[config.mk]
export PLATFORM = sky130hd
export DESIGN_NAME = decimate32
export DESIGN_NICKNAME = d
export VERILOG_FILES = /design/src/rtl/decimate32.sv
export SDC_FILE = /design/constraint.sdc
export NUM_CORES = 1
export LEC_CHECK = 0
export ABC_CLOCK_PERIOD_IN_PS = 8600
export BUFFER_PORTS_ARGS = -buffer_cell sky130_fd_sc_hd__buf_2
export CAP_MARGIN = 20
export CORE_ASPECT_RATIO = 0.75
export CORE_UTILIZATION = 40
export CTS_BUF_LIST = sky130_fd_sc_hd__clkbuf_8 sky130_fd_sc_hd__clkbuf_16
export DETAILED_ROUTE_END_ITERATION = 16
export PLACE_DENSITY_LB_ADDON = 0.25
export SYNTH_ARGS = -nofsm -noshare
export SYNTH_HDL_FRONTEND = slang
export SYNTH_SLANG_ARGS = --single-unit
[constraint.sdc]
create_clock -name ACLK -period 8.6 [get_ports ACLK]
set_clock_uncertainty 0.1 [all_clocks]
set_input_delay 0.86 -clock ACLK [delete_from_list [all_inputs] [get_ports ACLK]]
set_output_delay 0.86 -clock ACLK [all_outputs]
set_load 0.02 [all_outputs]
[src/rtl/decimate32.sv]
// decimate32: 3rd-order CIC decimator (R=32, M=1), 16-bit signed in and out, unity DC gain.
// Optional macro DECIMATE32_ROUND_EN selects round-half-up with saturation; the default build truncates.
module decimate32 (
    input  logic               ACLK,
    input  logic               ARSTN,
    input  logic signed [15:0] din,
    input  logic               din_valid,
    input  logic               phase_clr,
    output logic signed [15:0] dout,
    output logic               dout_valid
);

    localparam int ACC_W = 31;

    typedef logic signed [ACC_W-1:0] acc_t;

    acc_t integ1_q, integ1_d;
    acc_t integ2_q, integ2_d;
    acc_t integ3_q, integ3_d;
    acc_t integ3Dly_q, integ3Dly_d;
    acc_t comb1_q, comb1_d;
    acc_t comb1Dly_q, comb1Dly_d;
    acc_t comb2_q, comb2_d;
    acc_t comb2Dly_q, comb2Dly_d;
    acc_t comb3_q, comb3_d;

    logic [4:0]         phaseCnt_q, phaseCnt_d;
    logic [3:0]         stbPipe_q, stbPipe_d;
    logic signed [15:0] dout_q, dout_d;
    logic               doutValid_q, doutValid_d;
    logic               decimStrobe;
    logic signed [15:0] scaled;

    // A sample arriving with phase_clr counts as phase 0, which also cancels a would-be phase-31 strobe.
    always_comb begin
        integ1_d    = integ1_q;
        integ2_d    = integ2_q;
        integ3_d    = integ3_q;
        phaseCnt_d  = phaseCnt_q;
        decimStrobe = 1'b0;

        if (din_valid) begin
            integ1_d = integ1_q + {{(ACC_W-16){din[15]}}, din};
            integ2_d = integ2_q + integ1_q;
            integ3_d = integ3_q + integ2_q;
        end

        if (phase_clr) begin
            phaseCnt_d = din_valid ? 5'd1 : 5'd0;
        end else if (din_valid) begin
            phaseCnt_d  = phaseCnt_q + 5'd1;
            decimStrobe = (phaseCnt_q == 5'd31);
        end

        stbPipe_d = {stbPipe_q[2:0], decimStrobe};
    end

    always_comb begin
        integ3Dly_d = integ3Dly_q;
        comb1_d     = comb1_q;
        comb1Dly_d  = comb1Dly_q;
        comb2_d     = comb2_q;
        comb2Dly_d  = comb2Dly_q;
        comb3_d     = comb3_q;
        dout_d      = dout_q;
        doutValid_d = stbPipe_q[3];

        if (stbPipe_q[0]) begin
            comb1_d     = integ3_q - integ3Dly_q;
            integ3Dly_d = integ3_q;
        end
        if (stbPipe_q[1]) begin
            comb2_d    = comb1_q - comb1Dly_q;
            comb1Dly_d = comb1_q;
        end
        if (stbPipe_q[2]) begin
            comb3_d    = comb2_q - comb2Dly_q;
            comb2Dly_d = comb2_q;
        end
        if (stbPipe_q[3]) begin
            dout_d = scaled;
        end
    end

`ifdef DECIMATE32_ROUND_EN
    logic [ACC_W:0] roundSum;
    logic           unusedRoundBits;

    // Only the positive extreme can overflow after adding the half-LSB.
    always_comb begin
        roundSum = {comb3_q[ACC_W-1], comb3_q} + 32'd16384;
        if (roundSum[ACC_W] != roundSum[ACC_W-1]) begin
            scaled = roundSum[ACC_W] ? 16'sh8000 : 16'sh7FFF;
        end else begin
            scaled = roundSum[ACC_W-1:15];
        end
    end

    assign unusedRoundBits = ^roundSum[14:0];
`else
    logic unusedTruncBits;

    always_comb begin
        scaled = comb3_q[ACC_W-1:15];
    end

    assign unusedTruncBits = ^comb3_q[14:0];
`endif

    always_ff @(posedge ACLK or negedge ARSTN) begin
        if (!ARSTN) begin
            integ1_q    <= '0;
            integ2_q    <= '0;
            integ3_q    <= '0;
            integ3Dly_q <= '0;
            comb1_q     <= '0;
            comb1Dly_q  <= '0;
            comb2_q     <= '0;
            comb2Dly_q  <= '0;
            comb3_q     <= '0;
            phaseCnt_q  <= '0;
            stbPipe_q   <= '0;
            dout_q      <= '0;
            doutValid_q <= 1'b0;
        end else begin
            integ1_q    <= integ1_d;
            integ2_q    <= integ2_d;
            integ3_q    <= integ3_d;
            integ3Dly_q <= integ3Dly_d;
            comb1_q     <= comb1_d;
            comb1Dly_q  <= comb1Dly_d;
            comb2_q     <= comb2_d;
            comb2Dly_q  <= comb2Dly_d;
            comb3_q     <= comb3_d;
            phaseCnt_q  <= phaseCnt_d;
            stbPipe_q   <= stbPipe_d;
            dout_q      <= dout_d;
            doutValid_q <= doutValid_d;
        end
    end

    assign dout       = dout_q;
    assign dout_valid = doutValid_q;

endmodule

==> flow_summary_export.csv, run 1 <==
group,metric,value,unit
global_route,grt_overflow,0,
floorplanning,coreArea,47900,sq um
placed_design,place_ws,4.41,ns
clocking,cts-buffers-inserted,35,
floorplanning,ios,37,
sta,fin_ws,4.94,ns
yosys,syn-num-nets,2288,
yosys,yosys.area.top_type,"dfrtp_1",
sta,rsz0062_at_grt,"false",
cells_and_area,drive_gt1_frac,0.134,
pwr,vdd_drop_max,0.000167,V
routing,routed_wl,40700,microns
sta,hold_violations,0,
sta,max_freq,273,MHz
setup_path,critPathMaxFanout,3,
sta,fin_tns_setup,0,ns
clocking,h-tree-depth,2,
clocking,cts.clk_slew.worst_paths,0.06,ns
clocking,root_buffer,"clkbuf_16",
setup_path,critPathArrivalTime,3.98,ns
setup_path,worst_setup_path_start_kind,"input port",
global_route,antenna_found_initial,0,
setup_path,critPathKind,"input port to flip-flop",
placed_design,gp_congestion,0.894,
yosys,syn-cell-area,19600,sq um
placed_design,dpl.hpwl,29400,microns
routing,wl_per_cell,14.7,microns
yosys,ys.flop_type,"dfrtp_1",
setup_path,worst_path_largest_cell_delay,0.44,ns
setup_path,crit_buf_inv,1,
setup_path,cpLargestDelayFamily,"compound AO/OA/AOI/OAI gates",
clocking,ctsResizeCount,0,
sta,relSlewSlack,0.311,
yosys,yosysMostFrequentCell,"dfrtp_1",
routing,drcViolationCount,0,
sta,drv_slew,0,
sta,fin_hold_ws,0.165,ns
cells_and_area,final_core_util,0.453,
yosys,synth.ff_latch_count,290,
floorplanning,num_rows,69,
yosys,yosysUniqueCellTypes,76,
global_route,grt_pass1_wl,70400,microns
clocking,postCtsSetupBuffers,0,
yosys,ys_top_cells_by_count,"dfrtp_1, nand2_1, o21ai_0, ha_1, a21oi_1",
cells_and_area,area.growth.synth_to_final,10.5,%
clocking,clkSinkCount,290,
placed_design,port_buffers,36,
yosys,ys_top_cells_by_area,"dfrtp_1, ha_1, mux2_2",
routing,viasPerCell,5.42,
sta,final-setup-viol-count,0,
floorplanning,chipWidth,258,microns
sta,layout_min_cycle_time,3.66,ns
cells_and_area,num-nets-final,2298,
yosys,synth_top_area_share,0.370,
cells_and_area,antenna_cells,0,
clocking,clk_latency,0.52,ns
routing,drtIter0Drc,1015,
pwr,power_density,351,nW/um^2
yosys,synth_edf_count,0,
sta,post-route-period-util,0.426,
floorplanning,dieHeight,194,microns
sta,worstMarginPinSlew,1.03,ns
routing,routed-via-count,14900,
yosys,syn_avg_cell_area,9.43,sq um
setup_path,r2r_slack,4.99,ns
routing,ant_nets,0,
setup_path,path_cells,"buf_2 -> ha_1 -> fa_1 -> a211oi_2 -> o21ai_1 -> a211o_1 -> a41o_1 -> a211o_2 -> a31oi_1 -> o21ai_1 -> xor2_1 -> mux2_2",
clocking,clk_path_buf_depth,3,
setup_path,cp_common_cell,"o21ai_1",
setup_path,cp-end-kind,"flip-flop",
outcome,status,"finished, final reports clean",
flow_run,maxCapViolCount,0,
floorplanning,initial_core_util,0.410,
global_route,grt_max_degree,88,
setup_path,critPathSlowestCell,"fa_1",
clocking,cts_tree,"built",
yosys,ys_seq_area_frac,0.370,
pwr,leakagePower,10.3,nW
routing,dr.pass1.iters,7,
global_route,grt_pass1_vias,14300,
min_path,min_path_type,"input port to async pin",
clocking,ctsHoldBuffers,0,
yosys,ys_warn_count,0,
global_route,grt_usage,0.165,
floorplanning,die-area,50000,sq um
yosys,syn_inst,2082,
yosys,async_reset_ff_frac,1.00,
setup_path,worstPathRequired,8.92,ns
==> state kept, by name, summed over array words and instances (netlist names), 4 cells and up <==
register / flops
comb1Dly_q: 31
comb1_q: 31
comb2Dly_q: 31
comb2_q: 31
comb3_q: 16
dout: 16
integ1_q: 31
integ2_q: 31
integ3Dly_q: 31
integ3_q: 31
phaseCnt_q: 5
stbPipe_q: 4
==> cell type report <==
class                   count  area (sq um)
clock buffers              44          1020
clock inverters            19           225
fillers                  4531         26200
inverters                 144           541
multi-input cells        1574         11500
flip-flops and latches    290          7260
well taps                 639           800
repair buffers             47           315
==> stage by stage <==
| step | std cells | power, mW | cell area (sq um) |
|---|---|---|---|
| finish | 2757 | 7.62 | 21700 |
| global route | 2757 | 8.25 | 21700 |
| CTS | 2755 | 7.64 | 21600 |
| detailed placement | 2692 | 5.98 | 20400 |
| global placement | 2692 | 5.89 | 20400 |
| floorplan | 2082 | 5.17 | 19600 |
==> worst paths after layout <==
path                                         startpoint                   endpoint  depth (start not counted)
worst max-delay path                             din[0]   integ1_q[26]$_DFFE_PN0P_                         12
worst min-delay path                              ARSTN  comb2Dly_q[3]$_DFFE_PN0P_                          1
worst max register to register  integ1_q[0]$_DFFE_PN0P_   integ1_q[26]$_DFFE_PN0P_                         11
worst min register to register      dout[2]$_DFFE_PN0P_        dout[2]$_DFFE_PN0P_                          1
max in group asynchronous                         ARSTN     stbPipe_q[2]$_DFF_PN0_                          2
min in group ACLK                   dout[2]$_DFFE_PN0P_        dout[2]$_DFFE_PN0P_                          1
==> logic make-up after synthesis <==
kind of cell / after synthesis / synth area share
simple gates: 455 / 0.109
fa+ha+maj: 186 / 0.120
compound gates: 628 / 0.202
mux: 157 / 0.0899
xor+xnor: 148 / 0.0660
buf+inv: 218 / 0.0431
flops: 290 / 0.370
==> layer usage <==
metal	track usage	up-vias	share of wire	wire [microns]
met5	0	-	0	0
met4	0.0373	0	0.014	586
met3	0.0267	48	0.045	1830
met2	0.245	237	0.42	17100
met1	0.249	7165	0.52	21100
li1	-	7496	-	-
==> cells in the final DEF, fill, tap and decap left out, types with 33 or more instances in the layout <==
cell type	Yosys	final
a21oi_1	159	159
a21o_1	88	88
mux2_2	150	150
nor2_1	84	84
nand4_1	33	33
xor2_1	49	49
o21ai_0	184	184
buf_2	0	34
nand2_1	188	188
xnor2_1	99	99
nand3_1	35	35
dfrtp_1	290	287
clkbuf_16	0	37
inv_1	144	149
ha_1	181	181
==> where the power goes <==
| part | internal [mW] | switching [mW] |
|---|---|---|
| combinational | 1.93 | 2.23 |
| clock | 0.991 | 0.594 |
| sequential | 1.62 | 0.246 |
Power figures use the tool's default switching activity.
==> run 2: changes to the inputs <==
--- a/config.mk
+++ b/config.mk
@@ -5,7 +5,7 @@
 export SDC_FILE = /design/constraint.sdc
 export NUM_CORES = 1
 export LEC_CHECK = 0
-export ABC_CLOCK_PERIOD_IN_PS = 8600
+export ABC_CLOCK_PERIOD_IN_PS = 3200
 export BUFFER_PORTS_ARGS = -buffer_cell sky130_fd_sc_hd__buf_2
 export CAP_MARGIN = 20
 export CORE_ASPECT_RATIO = 0.75
==> constraint.sdc (replaced) <==
create_clock -name ACLK -period 3.2 [get_ports ACLK]
set_clock_uncertainty 0.1 [all_clocks]
set_input_delay 0.32 -clock ACLK [delete_from_list [all_inputs] [get_ports ACLK]]
set_output_delay 0.32 -clock ACLK [all_outputs]
set_load 0.02 [all_outputs]
==> run 2 against run 1 <==
Net effect: the flow now finishes with violations (setup timing); worst hold slack worse by 0.063 ns; global-route usage up 0.58 points; sequential share of layout area down 1.2 points; flip-flop and latch count unchanged; non-clock buffer count up 88; register-to-register slack worse by 5.1 ns; die area unchanged; cell area up 3.7%; critical path depth down 1.
==> flow_summary_export.csv, run 2 (synthesis gave the netlist of run 1 again) <==
group,metric,value,unit
outcome,status,"finished, violations left",
outcome,violations,"setup timing",
setup_path,critPathKind,"flip-flop to flip-flop",
cells_and_area,antenna_cells,0,
floorplanning,initial_core_util,0.410,
setup_path,worstPathRequired,3.51,ns
global_route,grt_max_degree,80,
clocking,cts.clk_slew.worst_paths,0.06,ns
placed_design,gp_congestion,0.867,
sta,post-route-period-util,1.04,
floorplanning,die-area,50000,sq um
setup_path,critPathArrivalTime,3.65,ns
routing,routed_wl,42700,microns
sta,rsz0062_at_grt,"true",
sta,final-setup-viol-count,6,
pwr,power_density,953,nW/um^2
setup_path,critPathMaxFanout,3,
pwr,p_comb_frac,0.586,
cells_and_area,num-fill-cells,4496,
placed_design,dpl.hpwl,31500,microns
clocking,root_buffer,"clkbuf_16",
sta,drv_slew,0,
routing,drcViolationCount,0,
pwr,power,21.4,mW
min_path,min_path_type,"input port to flip-flop",
clocking,clk_path_buf_depth,3,
routing,dr.pass1.iters,6,
floorplanning,num_rows,69,
min_path,whs_path_depth,3,
clocking,cts-buffers-inserted,34,
global_route,antenna_found_initial,0,
clocking,h-tree-depth,2,
cells_and_area,drive_gt1_frac,0.184,
routing,viasPerCell,5.40,
sta,relSlewSlack,0.528,
clocking,clkSinkCount,290,
global_route,grt_pass1_wl,72500,microns
sta,fin_hold_ws,0.101,ns
cells_and_area,layoutNonFillerInstCount,2840,
routing,routed-via-count,15300,
floorplanning,coreArea,47900,sq um
pwr,leakagePower,10.7,nW
sta,hold_violations,0,
sta,worstMarginPinSlew,0.707,ns
flow_run,maxCapViolCount,0,
floorplanning,ios,37,
sta,max_freq,300,MHz
global_route,grt_usage,0.171,
routing,wl_per_cell,15.0,microns
cells_and_area,area.growth.synth_to_final,14.6,%
placed_design,port_buffers,36,
pwr,clkPwrFrac,0.180,
routing,drtIter0Drc,886,
cells_and_area,layout_common_cells,"dfrtp_1, nand2_1, ha_1, o21ai_0, a21oi_1",
sta,fin_ws,-0.138,ns
setup_path,cp-end-kind,"flip-flop",
pwr,p_int,12.8,mW
floorplanning,dieHeight,194,microns
setup_path,worst_setup_path_start_kind,"flip-flop",
cells_and_area,final_core_util,0.469,
sta,layout_min_cycle_time,3.34,ns
global_route,grt_overflow,0,
setup_path,ff2ff_path_depth,11,
floorplanning,chipWidth,258,microns
cells_and_area,num-nets-final,2385,
placed_design,placed_cells,2776,
pwr,vdd_drop_max,0.000437,V
global_route,grt_pass1_vias,14700,
clocking,cts_tree,"built",
pwr,swShare,0.405,
pwr,seq_power_share,0.235,
clocking,clk_latency,0.52,ns
cells_and_area,layout_commonest_cell,"dfrtp_1",
routing,ant_nets,0,
pwr,p_sw,8.68,mW
run 2: area by class of cell:
type | instances | area, sq um | area share
multi-input combinational | 1574 | 11800 | 0.524
tap | 639 | 800 | 0.0355
clock inverter | 19 | 188 | 0.00834
inverter | 144 | 541 | 0.0240
clock buffer | 39 | 920 | 0.0409
sequential | 290 | 7260 | 0.323
timing repair buffer | 135 | 1010 | 0.0448
run 2: final timing paths:
kind / startpoint / to / slack (ns)
worst max register to register: integ1_q[0]$_DFFE_PN0P_ / integ1_q[24]$_DFFE_PN0P_ / -0.14
worst min-delay path: din[0] / integ1_q[0]$_DFFE_PN0P_ / 0.10
min in group asynchronous: ARSTN / comb2Dly_q[8]$_DFFE_PN0P_ / 0.28
worst max-delay path: integ1_q[0]$_DFFE_PN0P_ / integ1_q[24]$_DFFE_PN0P_ / -0.14
max in group asynchronous: ARSTN / dout[1]$_DFFE_PN0P_ / 1.84
worst min register to register: dout[9]$_DFFE_PN0P_ / dout[9]$_DFFE_PN0P_ / 0.40
run 2: worst max-delay path, cell delays in order (launching register included):
cell and delay (ns):
dfrtp_1 0.38, ha_2 0.19, fa_2 0.37, a211oi_4 0.28
o21ai_2 0.10, a211o_1 0.30, a41o_1 0.30, a211o_4 0.36
a221o_1 0.35, a21oi_2 0.17, xnor2_1 0.07, mux2_4 0.26
run 2: per-stage QoR:
step,area [sq um],setup TNS [ns],setup WS [ns]
after floorplan,19600,0,0.00694
after global placement,21100,-1.42,-0.217
after detailed placement,21100,-2.26,-0.260
after CTS,22300,-0.192,-0.0999
after global routing,22500,-1.24,-0.259
final,22500,-0.378,-0.138
run 2: repair_timing:
item                                    in CTS  in global routing
hold endpoints to repair                    78                  0
hold buffers                                 2                  0
buffers inserted                             1                  3
resized for setup                           14                 43
endpoints found under the setup margin      18                 42
pin swaps                                    8                 24
run 2: metal layers:
layer  vias up  routed length (microns)  global-route usage
met5         -                        0                   0
met3        55                     1830              0.0231
met2       252                    17900               0.255
li1       7692                        -                   -
met4         0                      692              0.0359
met1      7334                    22300               0.261
run 2: power groups by stage:
stage	Combinational (mW)	Clock (mW)	Sequential [mW]
6_report	12.6	3.85	5.03
3_5_place_dp	11.9	0	5.10
3_3_place_gp	11.7	0	5.09
4_1_cts	12.1	3.98	5.04
2_1_floorplan	9.03	0	4.86
5_1_grt	14.0	4.13	5.14
==> run 3: changes to the inputs <==
--- a/config.mk
+++ b/config.mk
@@ -5,11 +5,11 @@
 export SDC_FILE = /design/constraint.sdc
 export NUM_CORES = 1
 export LEC_CHECK = 0
-export ABC_CLOCK_PERIOD_IN_PS = 3200
+export ABC_CLOCK_PERIOD_IN_PS = 3400
 export BUFFER_PORTS_ARGS = -buffer_cell sky130_fd_sc_hd__buf_2
 export CAP_MARGIN = 20
 export CORE_ASPECT_RATIO = 0.75
-export CORE_UTILIZATION = 40
+export CORE_UTILIZATION = 50
 export CTS_BUF_LIST = sky130_fd_sc_hd__clkbuf_8 sky130_fd_sc_hd__clkbuf_16
 export DETAILED_ROUTE_END_ITERATION = 16
 export PLACE_DENSITY_LB_ADDON = 0.25
==> constraint.sdc (replaced) <==
create_clock -name ACLK -period 3.4 [get_ports ACLK]
set_clock_uncertainty 0.1 [all_clocks]
set_input_delay 0.34 -clock ACLK [delete_from_list [all_inputs] [get_ports ACLK]]
set_output_delay 0.34 -clock ACLK [all_outputs]
set_load 0.02 [all_outputs]
==> run 3 against run 2 <==
Net effect: the flow now finishes without violations; wire length shrank 3.4%; fmax grew 0.69%; core utilization grew 9.7 points; sequential share of layout area grew 1.0 points; non-clock buffer count shrank 54; global-route usage grew 4.0 points; worst hold slack lost 0.039 ns; combinational power shrank 12%; via count shrank 0.89%; cell count shrank 6.4%; sequential power shrank 6.2%; total power shrank 8.9%; critical path type unchanged.
==> flow_summary_export.csv, run 3 (synthesis gave the netlist of run 1 again) <==
group,metric,value,unit
pwr,vdd_drop_max,0.000485,V
global_route,grt_pass1_vias,14300,
clocking,clk_path_buf_depth,3,
sta,hold_violations,0,
routing,wl_per_cell,15.5,microns
global_route,grt_max_degree,88,
routing,dr.pass1.iters,8,
global_route,grt_pass1_wl,71500,microns
setup_path,cp-end-kind,"flip-flop",
pwr,power,19.5,mW
sta,max_freq,302,MHz
sta,relSlewSlack,0.536,
sta,post-route-period-util,0.975,
clocking,clk_latency,0.59,ns
global_route,antenna_found_initial,0,
routing,routed-via-count,15200,
cells_and_area,num-fill-cells,3412,
global_route,grt_overflow,0,
pwr,leakagePower,10.4,nW
pwr,power_density,895,nW/um^2
cells_and_area,layout_common_cells,"dfrtp_1, nand2_1, ha_1, o21ai_0, a21oi_1",
floorplanning,die-area,40100,sq um
routing,viasPerCell,5.71,
clocking,cts-buffers-inserted,31,
setup_path,critPathArrivalTime,3.69,ns
placed_design,gp_congestion,0.882,
floorplanning,num_rows,62,
setup_path,worstPathRequired,3.78,ns
sta,worstMarginPinSlew,0.696,ns
cells_and_area,area.growth.synth_to_final,11.1,%
routing,drcViolationCount,0,
outcome,status,"finished, final reports clean",
floorplanning,ios,37,
placed_design,port_buffers,36,
cells_and_area,drive_gt1_frac,0.154,
cells_and_area,num-nets-final,2328,
sta,final-setup-viol-count,0,
sta,rsz0062_at_grt,"false",
cells_and_area,antenna_cells,0,
setup_path,critPathMaxFanout,3,
global_route,grt_usage,0.211,
clocking,clkSinkCount,290,
clocking,cts.clk_slew.worst_paths,0.06,ns
placed_design,dpl.hpwl,30200,microns
floorplanning,dieHeight,174,microns
routing,ant_nets,0,
floorplanning,chipWidth,231,microns
clocking,cts_tree,"built",
sta,fin_ws,0.0849,ns
sta,drv_slew,0,
placed_design,place_ws,-0.145,ns
setup_path,critPathKind,"flip-flop to flip-flop",
clocking,h-tree-depth,1,
routing,drtIter0Drc,1055,
flow_run,maxCapViolCount,0,
setup_path,worst_setup_path_start_kind,"flip-flop",
clocking,root_buffer,"clkbuf_16",
min_path,min_path_type,"input port to flip-flop",
floorplanning,coreArea,38500,sq um
sta,layout_min_cycle_time,3.32,ns
cells_and_area,layout_commonest_cell,"dfrtp_1",
floorplanning,initial_core_util,0.510,
routing,routed_wl,41300,microns
-- run 3: cell count changes in the layout (fill, tap and decap cells not counted), moves of 3 or more --
cell / delta
buf_4: -53
bufinv_16: +3
clkbuf_16: -3
fa_1: +3
fa_2: -3
ha_1: +3
o21ai_0: +3
-- run 3: layout make-up --
| class | count | area (sq um) | share of cell area |
|---|---|---|---|
| Inverter | 144 | 541 | 0.0248 |
| Timing Repair Buffer | 81 | 598 | 0.0274 |
| Clock inverter | 22 | 265 | 0.0122 |
| Clock buffer | 36 | 845 | 0.0387 |
| Sequential cell | 290 | 7260 | 0.333 |
| Multi-Input combinational cell | 1574 | 11700 | 0.535 |
| Tap cell | 512 | 641 | 0.0294 |
-- run 3: power breakdown --
group	internal [mW]	switching [mW]	total, mW
Sequential	4.10	0.623	4.72
Clock	2.22	1.44	3.66
Combinational	5.25	5.89	11.1
-- run 3: metrics by stage --
step | cells | hold WS, ns | setup TNS, ns | area, sq um | utilization
2_1_floorplan | 2082 | -0.0556 | 0 | 19600 | -
3_3_place_gp | 2595 | 0.268 | -0.236 | 20500 | 0.533
3_5_place_dp | 2595 | 0.291 | -0.560 | 20500 | 0.533
4_1_cts | 2657 | 0.0227 | 0 | 21700 | 0.563
5_1_grt | 2659 | 0.0515 | 0 | 21800 | 0.567
6_report | 2659 | 0.0623 | 0 | 21800 | 0.567
-- run 3: critical path: stages, from the launching register on --
cell	delay, ns
dfrtp_1	0.39
ha_2	0.19
fa_2	0.35
a211oi_2	0.28
o21ai_1	0.12
a211o_1	0.30
a41o_1	0.25
a211o_4	0.37
a221o_1	0.37
a21oi_2	0.17
xnor2_1	0.08
mux2_4	0.25
-- run 3: timing repair --
action | in CTS | in global routing
hold buffers | 2 | 0
hold endpoints to repair | 84 | 0
resized for setup | 3 | 27
buffers inserted | 2 | 2
pin swaps | 4 | 8
setup endpoints to repair | 6 | 25
-- run 3: path summary, 6_finish.rpt --
check	slack, ns	start	cells after the start	endpoint
min in group asynchronous	0.22	ARSTN	2	comb2Dly_q[3]$_DFFE_PN0P_
setup reg to reg	0.08	integ1_q[0]$_DFFE_PN0P_	11	integ1_q[24]$_DFFE_PN0P_
max in group asynchronous	2.02	ARSTN	3	stbPipe_q[2]$_DFF_PN0_
hold reg to reg	0.40	comb3_q[28]$_DFFE_PN0P_	1	dout[13]$_DFFE_PN0P_
setup / recovery	0.08	integ1_q[0]$_DFFE_PN0P_	11	integ1_q[24]$_DFFE_PN0P_
hold / removal	0.06	din[0]	3	integ1_q[0]$_DFFE_PN0P_
-- run 3: metal layers --
metal  global-route usage  up-vias  wire length, microns
li1                     -     7571                     -
met1                0.332     7295                 21300
met2                0.309      291                 17500
met3               0.0304       39                  2050
met4               0.0331        0                   488
met5                    0        -                     0
